### src/rtl/adder_int_pipe.sv
// adder_int_pipe
//   Pipelined integer add/sub/compare unit for the RV32I execution stage.
//   Computes ADD, SUB, ADDI (sign-extended immediate), SLT and SLTU.
//   The carry chain is cut into STAGES slices of SW = DATA_WIDTH/STAGES bits.
//   Each slice sits behind its own register stage. The destination tag
//   travels with the op.
//
// Optional feature macro: ADDER_FLAGS_EN
//   Adds the out_flags port {zero, neg, carry, ovf}, pipelined with the op.
//
// Ports
//   clk        in   rising-edge clock
//   reset      in   asynchronous active-low reset
//   flush      in   synchronous kill of every in-flight op
//   in_valid   in   op presented
//   in_ready   out  op accepted this cycle (never depends on in_valid)
//   op         in   0 ADD, 1 SUB, 2 ADDI, 3 SLT, 4 SLTU, 5-7 reserved
//   src1       in   operand A
//   src2       in   operand B (ignored for ADDI)
//   imm        in   immediate for ADDI
//   tag_in     in   destination tag
//   out_valid  out  result valid
//   out_ready  in   consumer takes result
//   out_data   out  result
//   out_tag    out  tag of result
//   out_flags  out  {zero, neg, carry, ovf} (ADDER_FLAGS_EN only)
module adder_int_pipe #(
  parameter int DATA_WIDTH = 32,
  parameter int IMM_WIDTH  = 12,
  parameter int STAGES     = 2,
  parameter int TAG_WIDTH  = 5
) (
  input  logic                  clk,
  input  logic                  reset,
  input  logic                  flush,
  input  logic                  in_valid,
  output logic                  in_ready,
  input  logic [2:0]            op,
  input  logic [DATA_WIDTH-1:0] src1,
  input  logic [DATA_WIDTH-1:0] src2,
  input  logic [IMM_WIDTH-1:0]  imm,
  input  logic [TAG_WIDTH-1:0]  tag_in,
  output logic                  out_valid,
  input  logic                  out_ready,
  output logic [DATA_WIDTH-1:0] out_data,
  output logic [TAG_WIDTH-1:0]  out_tag
`ifdef ADDER_FLAGS_EN
  ,
  output logic [3:0]            out_flags
`endif
);

  localparam int SW   = DATA_WIDTH / STAGES;
  localparam int LAST = STAGES - 1;
  localparam int NR   = (STAGES > 1) ? STAGES - 1 : 1;
  localparam int MSB  = DATA_WIDTH - 1;

  localparam logic [2:0] OP_ADD  = 3'd0;
  localparam logic [2:0] OP_SUB  = 3'd1;
  localparam logic [2:0] OP_ADDI = 3'd2;
  localparam logic [2:0] OP_SLT  = 3'd3;
  localparam logic [2:0] OP_SLTU = 3'd4;

  localparam logic [DATA_WIDTH-1:0] SLICE_MASK = DATA_WIDTH'({SW{1'b1}});

  // Signed-overflow rule for A + B' where B' is the (possibly inverted) operand.
  function automatic logic ovf_of(input logic a_msb, input logic b_msb, input logic s_msb);
    return (a_msb == b_msb) && (s_msb != a_msb);
  endfunction

  // Map the raw wrap-around sum onto the architectural result of each op.
  function automatic logic [DATA_WIDTH-1:0] result_data(
    input logic [2:0]            f_op,
    input logic [DATA_WIDTH-1:0] sum,
    input logic                  cy,
    input logic                  a_msb,
    input logic                  b_msb
  );
    logic [DATA_WIDTH-1:0] r;
    r = '0;
    case (f_op)
      OP_ADD, OP_SUB, OP_ADDI: r = sum;
      OP_SLT:  r[0] = sum[MSB] ^ ovf_of(a_msb, b_msb, sum[MSB]);
      OP_SLTU: r[0] = ~cy;
      default: r = '0;
    endcase
    return r;
  endfunction

`ifdef ADDER_FLAGS_EN
  function automatic logic [3:0] result_flags(
    input logic [2:0]            f_op,
    input logic [DATA_WIDTH-1:0] data,
    input logic [DATA_WIDTH-1:0] sum,
    input logic                  cy,
    input logic                  a_msb,
    input logic                  b_msb
  );
    logic [3:0] f;
    if (f_op > OP_SLTU) f = 4'b0000;
    else f = {(data == '0), data[MSB], cy, ovf_of(a_msb, b_msb, sum[MSB])};
    return f;
  endfunction
`endif

  logic signed [DATA_WIDTH-1:0] imm_sext;
  logic [DATA_WIDTH-1:0]        b_sel;
  logic                         sub_op;

  // Per-stage combinational inputs/outputs (stage 0 fed from the ports)
  logic [DATA_WIDTH-1:0] a_s   [STAGES];
  logic [DATA_WIDTH-1:0] b_s   [STAGES];
  logic [DATA_WIDTH-1:0] sum_s [STAGES];
  logic [DATA_WIDTH-1:0] sum_o [STAGES];
  logic [2:0]            op_s  [STAGES];
  logic [TAG_WIDTH-1:0]  tag_s [STAGES];
  logic                  cin_s  [STAGES];
  logic                  cout_s [STAGES];
  logic                  vin_s  [STAGES];
  logic                  rdy    [STAGES];

  // Inter-stage registers (stage k feeds stage k+1)
  logic [DATA_WIDTH-1:0] a_p   [NR];
  logic [DATA_WIDTH-1:0] b_p   [NR];
  logic [DATA_WIDTH-1:0] sum_p [NR];
  logic [2:0]            op_p  [NR];
  logic [TAG_WIDTH-1:0]  tag_p [NR];
  logic                  cy_p  [NR];
  logic                  vld_p [NR];

  assign imm_sext = DATA_WIDTH'(signed'(imm));
  assign sub_op   = (op == OP_SUB) || (op == OP_SLT) || (op == OP_SLTU);
  assign b_sel    = (op == OP_ADDI) ? imm_sext : (sub_op ? ~src2 : src2);

  // Ripple backpressure: a stage may load when empty or when the next one moves.
  always_comb begin
    rdy[LAST] = ~out_valid | out_ready;
    for (int k = STAGES - 2; k >= 0; k--) rdy[k] = ~vld_p[k] | rdy[k+1];
  end

  assign in_ready = rdy[0] & ~flush;

  for (genvar k = 0; k < STAGES; k++) begin : g_stage
    logic [SW:0] slice;

    if (k == 0) begin : g_src
      assign a_s[k]   = src1;
      assign b_s[k]   = b_sel;
      assign sum_s[k] = '0;
      assign cin_s[k] = sub_op;
      assign op_s[k]  = op;
      assign tag_s[k] = tag_in;
      assign vin_s[k] = in_valid & in_ready;
    end else begin : g_reg
      assign a_s[k]   = a_p[k-1];
      assign b_s[k]   = b_p[k-1];
      assign sum_s[k] = sum_p[k-1];
      assign cin_s[k] = cy_p[k-1];
      assign op_s[k]  = op_p[k-1];
      assign tag_s[k] = tag_p[k-1];
      assign vin_s[k] = vld_p[k-1];
    end

    assign slice = {1'b0, a_s[k][k*SW +: SW]} + {1'b0, b_s[k][k*SW +: SW]}
                 + {{SW{1'b0}}, cin_s[k]};
    // Keep the lower slices already computed, drop in this stage's slice.
    assign sum_o[k]  = (sum_s[k] & ~(SLICE_MASK << (k*SW)))
                     | (DATA_WIDTH'(slice[SW-1:0]) << (k*SW));
    assign cout_s[k] = slice[SW];
  end

  // ---- inter-stage boundaries: control ----
  always_ff @(posedge clk or negedge reset) begin
    if (!reset) begin
      for (int k = 0; k < NR; k++) vld_p[k] <= 1'b0;
    end else begin
      for (int k = 0; k < STAGES - 1; k++) begin
        if (flush)       vld_p[k] <= 1'b0;
        else if (rdy[k]) vld_p[k] <= vin_s[k];
      end
    end
  end

  // ---- inter-stage boundaries: data ----
  always_ff @(posedge clk) begin
    for (int k = 0; k < STAGES - 1; k++) begin
      if (rdy[k] && vin_s[k]) begin
        a_p[k]   <= a_s[k];
        b_p[k]   <= b_s[k];
        sum_p[k] <= sum_o[k];
        cy_p[k]  <= cout_s[k];
        op_p[k]  <= op_s[k];
        tag_p[k] <= tag_s[k];
      end
    end
  end

  // ---- final stage boundary: formatted result ----
  always_ff @(posedge clk or negedge reset) begin
    if (!reset) begin
      out_valid <= 1'b0;
      out_data  <= '0;
      out_tag   <= '0;
`ifdef ADDER_FLAGS_EN
      out_flags <= 4'b0000;
`endif
    end else begin
      if (flush)          out_valid <= 1'b0;
      else if (rdy[LAST]) out_valid <= vin_s[LAST];
      if (rdy[LAST] && vin_s[LAST]) begin
        out_data <= result_data(op_s[LAST], sum_o[LAST], cout_s[LAST],
                                a_s[LAST][MSB], b_s[LAST][MSB]);
        out_tag  <= tag_s[LAST];
`ifdef ADDER_FLAGS_EN
        out_flags <= result_flags(op_s[LAST],
                                  result_data(op_s[LAST], sum_o[LAST], cout_s[LAST],
                                              a_s[LAST][MSB], b_s[LAST][MSB]),
                                  sum_o[LAST], cout_s[LAST],
                                  a_s[LAST][MSB], b_s[LAST][MSB]);
`endif
      end
    end
  end

endmodule
### config.mk
export PLATFORM = sky130hd
export DESIGN_NAME = adder_int_pipe
export DESIGN_NICKNAME = d
export VERILOG_FILES = /design/src/rtl/adder_int_pipe.sv
export SDC_FILE = /design/constraint.sdc
export NUM_CORES = 1
export LEC_CHECK = 0
export BUFFER_PORTS_ARGS = -buffer_cell sky130_fd_sc_hd__buf_4
export CORE_MARGIN = 2
export CORE_UTILIZATION = 30
export DETAILED_ROUTE_END_ITERATION = 10
export PLACE_DENSITY_LB_ADDON = 0.1
export SYNTH_ARGS = -nofsm -noshare
export SYNTH_HDL_FRONTEND = slang
export SYNTH_SLANG_ARGS = --single-unit
### constraint.sdc
create_clock -name clk -period 4.4 [get_ports clk]
set_input_delay 0.66 -clock clk [delete_from_list [all_inputs] [get_ports clk]]
set_output_delay 0.66 -clock clk [all_outputs]
set_load 0.02 [all_outputs]
* Word level (Yosys, flattened, before mapping)
Memories as Yosys holds them, arrays and structs flattened. A register that Yosys moved wholly into a read port is not among the register bits.
Index checks and enable logic that the tools add are counted.
** Word-level totals
- Bits in read-only memories :: 0
- Register bits :: 34
- Input bits :: 89
- RAM bits :: 89
- Memories :: 6
- Bits in latches :: 0
** Memory list
- a_p :: depth 1, bits a word 32, rd ports 1, clocked after Yosys merged registers in 0, wr ports 1, line 123 : logic [DATA_WIDTH-1:0] a_p [NR];
- b_p :: depth 1, bits a word 32, rd ports 1, clocked after Yosys merged registers in 0, wr ports 1, line 124 : logic [DATA_WIDTH-1:0] b_p [NR];
- sum_p :: depth 1, bits a word 16, rd ports 1, clocked after Yosys merged registers in 0, wr ports 1, line 125 : logic [DATA_WIDTH-1:0] sum_p [NR];
- tag_p :: depth 1, bits a word 5, rd ports 1, clocked after Yosys merged registers in 1, wr ports 1, line 127 : logic [TAG_WIDTH-1:0] tag_p [NR];
- op_p :: depth 1, bits a word 3, rd ports 1, clocked after Yosys merged registers in 0, wr ports 1, line 126 : logic [2:0] op_p [NR];
- cy_p :: depth 1, bits a word 1, rd ports 1, clocked after Yosys merged registers in 0, wr ports 1, line 128 : logic cy_p [NR];
** Operators by class
- Reduce and logical (&&, ||, !) cells :: 10
- Add/subtract/negate cells :: 4
- Multiplexer cells :: 10
- Divide/modulo/power cells :: 0
- $mul :: 0
- Order comparisons :: 0
- Shifts and indexed selects :: 0
- Bitwise gates (word level) :: 11
- Eq/ne operators :: 10
** Operator list (number)
- 2-to-1 mux 32 bit :: 2
- adder 16 x 16 -> 17 bit :: 2
- adder 17 x 1 -> 17 bit :: 2
- inverter 32 bit :: 1
- OR 16 x 32 -> 32 bit :: 1
- 2-to-1 mux 31 bit :: 1
- equality test 3 x 2 -> 1 bit (second input constant) :: 4
- equality test 3 x 1 -> 1 bit (second input constant) :: 2
- equality test 3 bit (second input constant) :: 2
- 2-to-1 mux 1 bit :: 6
- inverter 1 bit :: 4
- nonzero test 2 bit :: 2
- logical AND 1 bit :: 3
- zero test 3 bit :: 1
- one-hot mux 1 bit (3 select lines) :: 1
- OR reduction 3 bit :: 1
- AND 1 bit :: 2
- logical OR 1 bit :: 2
- OR 1 bit :: 2
- equality test 1 bit :: 1
- zero test 1 bit :: 1
- != test 1 bit :: 1
- bitwise XOR 1 bit :: 1

* Logic depth before layout (Yosys ltp)
- Depth after elaboration :: 8
- Gate-level depth with buffers :: 16
- Depth with buffers taken out :: 15

* Least setup slack after synthesis
Ideal clock, no wire load.
- Path kind :: input to register
- From :: input port op[2]
- To :: memory sum_p[0][10] (netlist bit) (data pin)
- Slack :: 0.760 ns
- Path buffers :: 1
- Required time :: 4.140 ns
- Data arrival time :: 3.379 ns
- Cell stages on the path :: 15
- Cell sequence :: mux2i_2 inv_2 a21oi_2 buf_2 a21oi_1 fa_1 inv_1 fa_1 nor2b_1 o21ai_0 a21boi_0 o211a_1 o21a_1 mux2i_1 nand2_1
** Between the ends
- Word-level cells in the longest chain between the ends :: 7
- Elaborated cells between the ends (all ways) :: 10
- Those cells by class :: add/sub (2); eq/ne (4); mux (2); reduce/logical (2)
** Ends and longest elaborated chain
- from (decl) :: line 38 : input logic [2:0] op,
- equality test 3 x 1 -> 1 bit / equality test 3 x 2 -> 1 bit (equally long branches) :: line 132 : assign sub_op = (op == OP_SUB) || (op == OP_SLT) || (op == OP_SLTU);
- logical OR 1 bit (2 in a row) :: line 132
- 2-to-1 mux 32 bit (2 in a row) :: line 133 : assign b_sel = (op == OP_ADDI) ? imm_sext : (sub_op ? ~src2 : src2);
- adder 16 x 16 -> 17 bit :: line 164 : assign slice = {1'b0, a_s[k][k*SW +: SW]} + {1'b0, b_s[k][k*SW +: SW]}
- adder 17 x 1 -> 17 bit * :: line 165 : + {{SW{1'b0}}, cin_s[k]};
- net g_stage[0].slice[10] :: line 144 : logic [SW:0] slice;
- to (decl) :: line 125
The timed path passes the listed nets; every way through them passes the cells marked *.

* Worst setup path in the final report
- From :: input port op[2]
- To :: memory sum_p[0][14] (netlist bit) (data pin)
The elaborated chain is that of the path after synthesis.

==> impl_metrics.json <==
{
  "outcome": "complete, no violations",
  "fill_cells": 1625,
  "synthesized_area_um2": 5050,
  "leading_cell_type_in_the_layout_fill_and_taps_excluded": "sky130_fd_sc_hd__buf_4",
  "comb_power_share_pct": 23.9,
  "cap_viol_max_count": 0,
  "setup_slack_ns": 0.801,
  "synth-async-reset-ratio_pct": 40.6,
  "grt_pass1_vias": 3997,
  "sw_frac_of_total_pct": 27.4,
  "place.detailed.instances": 790,
  "setup_viol": 0,
  "synth_sequential_area_ratio_pct": 53.2,
  "postSynthNetCount": 573,
  "antenna_violations_before_repair": 0,
  "placement_rows": 47,
  "placement.io_buffers": 127,
  "worstSetupStartpointType": "primary input",
  "dpl_worst_slack_ns": 0.411,
  "synth_enable_flop_cells": 57,
  "die_area_um2": 17900,
  "cp_data_required_time_ns": 4.50,
  "max_slew_margin_pct": 43.8,
  "totalWireLength_mm": 13.2,
  "fin_tns_setup_ns": 0,
  "worst_slew_pin_slew_ns": 0.843,
  "cts-root-to-sink-buffers": 2,
  "sequentialPowerShare_pct": 43.0,
  "irDropWorstVdd_mv": 0.175,
  "dr_drc_count": 0,
  "netlist.area_leader.share_pct": 33.9,
  "timing.critical_path.arrival_ns": 3.70,
  "global_route_total_usage_across_every_layer_pct": 15.1,
  "cp_slowest_stage_delay_ns": 0.42,
  "layout.nets": 704,
  "cts_buffer_count": 9,
  "post_synthesis_cells": 450,
  "cts-root-buf": "sky130_fd_sc_hd__clkbuf_16",
  "htreeDepth": 3,
  "clock_sinks": 96,
  "globalRouteOverflowTotal": 0,
  "n_antenna_cell": 0,
  "crit_chain": "buf_4 > mux2i_4 > inv_2 > a21oi_2 > buf_4 > a21oi_1 > ha_1 > nor2b_1 > o21ai_0 > a21boi_0 > o21ai_0 > o22ai_1 > o22ai_1 > xnor2_1",
  "tritoncts": "done",
  "dpl.hpwl_mm": 10.2,
  "place_congestion": 0.820,
  "timing.critical_path.fanout_max": 25,
  "max_clock_freq_ghz": 0.278,
  "fp.dieH_um": 134,
  "power.switching_uw": 700,
  "path_clk_slew_ns": 0.07,
  "detail-route-antenna-nets": 0,
  "postSynthRegisterBits": 96,
  "crit_type": "in -> reg",
  "power.internal_uw": 1850,
  "boundaryPins": 128,
  "number_of_drc_violations_after_detailed_routing_iteration_0": 171,
  "post_place_instance_area_um2": 6290,
  "report.final.slew_viol_count": 0,
  "synth.area.top_cells": "sky130_fd_sc_hd__edfxtp_1, sky130_fd_sc_hd__dfrtp_1, sky130_fd_sc_hd__ha_1",
  "start_util_pct": 30.5,
  "vias_per_cell": 4.84,
  "post-layout-total-power_uw": 2550,
  "share_clk_of_total_power_pct": 33.1,
  "grt_first_pass_wirelength_mm": 20.8,
  "post_cts.resized_instances": 0,
  "timing.clock.skew_ns": 0.00812,
  "dominantRegCellSynth": "sky130_fd_sc_hd__edfxtp_1",
  "post_cts_buffers": 0,
  "cp_slowest_cell": "sky130_fd_sc_hd__mux2i_4",
  "timing_hold_violations_final": 0,
  "clkLatencyLatePin_ns": 0.35,
  "avgSynthCellArea_um2": 11.2,
  "worstHoldPathType": "in -> async",
  "synthDominantAreaCellType": "sky130_fd_sc_hd__edfxtp_1",
  "vias": 3900,
  "dr.pass1.iters": 4,
  "period_share_pct": 81.8,
  "hold_bufs_inserted_after_cts": 0,
  "rsz0062_at_grt": "false",
  "mostFrequentLayoutCells": "sky130_fd_sc_hd__buf_4, sky130_fd_sc_hd__edfxtp_1, sky130_fd_sc_hd__nand2_1",
  "pwr_density_cell_nw_per_um2": 386,
  "final_design_area_no_fill_um2": 6610,
  "syn2layout_area_growth_pct": 30.9,
  "area_of_the_core_um2": 16500,
  "total_leakage_power_uw": 0.00286,
  "fin_crit_ns": 3.60,
  "dieWidth_um": 134,
  "post_layout_nonfiller_instances": 806,
  "crit_path_end_kind": "flip-flop",
  "grt_max_degree": 40,
  "final_layout_size_suffix_gt1_share_pct": 27.8,
  "synth_warnings": 0,
  "detail_route.wl_per_cell_um": 16.3,
  "yosys.cell_types.count": 48
}
layer usage:
metal	global-route usage, %	part of all wire, %	up-vias
met5	0	0	-
met4	6.68	2.3	0
met3	3.65	5.5	22
met2	23.2	45	111
met1	20.1	47	1830
li1	-	-	1937
power groups by stage:
stage	clock, uW	sequential (uW)	combinational [uW]
detailed placement	0	1120	616
finish	844	1100	610
global placement	0	1120	608
global route	896	1110	676
CTS	869	1100	619
floorplan	0	1170	317
synthesized netlist by cell type (3+ instances only):
library cell               number
sky130_fd_sc_hd__fa_1           4
sky130_fd_sc_hd__buf_2          3
sky130_fd_sc_hd__mux2_2         5
sky130_fd_sc_hd__o21ai_0       24
sky130_fd_sc_hd__xor2_1        11
sky130_fd_sc_hd__or3_1          4
sky130_fd_sc_hd__edfxtp_1      57
sky130_fd_sc_hd__nor3_1         7
sky130_fd_sc_hd__nor2_1        32
sky130_fd_sc_hd__ha_1          30
sky130_fd_sc_hd__o211ai_1      21
sky130_fd_sc_hd__a22o_1        20
sky130_fd_sc_hd__and2_1         4
sky130_fd_sc_hd__dfrtp_1       39
sky130_fd_sc_hd__nand2_1       42
sky130_fd_sc_hd__o21a_1         8
sky130_fd_sc_hd__o22ai_1       12
sky130_fd_sc_hd__nand2b_1       9
sky130_fd_sc_hd__clkbuf_1       9
sky130_fd_sc_hd__a221oi_1       3
sky130_fd_sc_hd__a211oi_1       6
sky130_fd_sc_hd__nor2b_1        7
sky130_fd_sc_hd__a21o_1         4
sky130_fd_sc_hd__xnor2_1       11
sky130_fd_sc_hd__inv_1         22
sky130_fd_sc_hd__a21oi_1       29
worst max-delay path: cells and delay by family:
kind,cells,cell delay [ns]
buffers and inverters,3,0.62
adder cells (fa/ha/maj),1,0.35
AO/OA/AOI/OAI,7,1.36
XOR/XNOR,1,0.14
AND/OR/NAND/NOR,1,0.13
multiplexers,1,0.42
registers in the layout (all words and copies together) (netlist names), 3 cells and up:
signal	flops
sum_p	16
out_tag	5
tag_p	5
op_p	3
b_p	16
out_data	32
a_p	16
kinds of logic (layout without fill, tap and decap cells):
kind of cell | count (synthesis) | after routing | synth area share (%)
AO/OA/AOI/OAI | 143 | 143 | 19.2
AND/OR/NAND/NOR | 112 | 112 | 10.4
flip-flops | 96 | 96 | 53.2
buffers and inverters | 36 | 172 | 2.75
adder cells (fa/ha/maj) | 34 | 34 | 9.02
XOR/XNOR | 22 | 22 | 3.82
multiplexers | 7 | 7 | 1.59
cell type report:
class | count | area [um^2] | share of cell area (%)
tap | 220 | 275 | 4.17
multi-input combinational | 318 | 2240 | 33.9
clock buffer | 11 | 243 | 3.67
sequential | 96 | 2690 | 40.7
inverter | 23 | 86.3 | 1.31
timing repair buffer | 133 | 998 | 15.1
clock inverter | 5 | 80.1 | 1.21
through the flow:
stage / hold slack (ns) / util [%]
finish: 0.303 / 40.0
global route: 0.343 / 40.0
CTS: 0.315 / 40.0
detailed placement: 0.453 / 38.0
global placement: 0.444 / 38.0
floorplan: 0.364 / -
final timing paths:
kind	end	slack (ns)	cells after the start	startpoint
min in group clk	out_data[7]	0.47	1	sum_p[0][7]
worst min register to register	out_data[7]	0.47	1	sum_p[0][7]
worst min-delay path	out_data[17]	0.30	1	reset
worst max-delay path	sum_p[0][14]	0.80	14	op[2]
worst max register to register	out_data[30]	1.78	11	cy_p[0]
max in group asynchronous	out_data[4]	3.72	1	reset
Power figures use the tool's default switching activity.
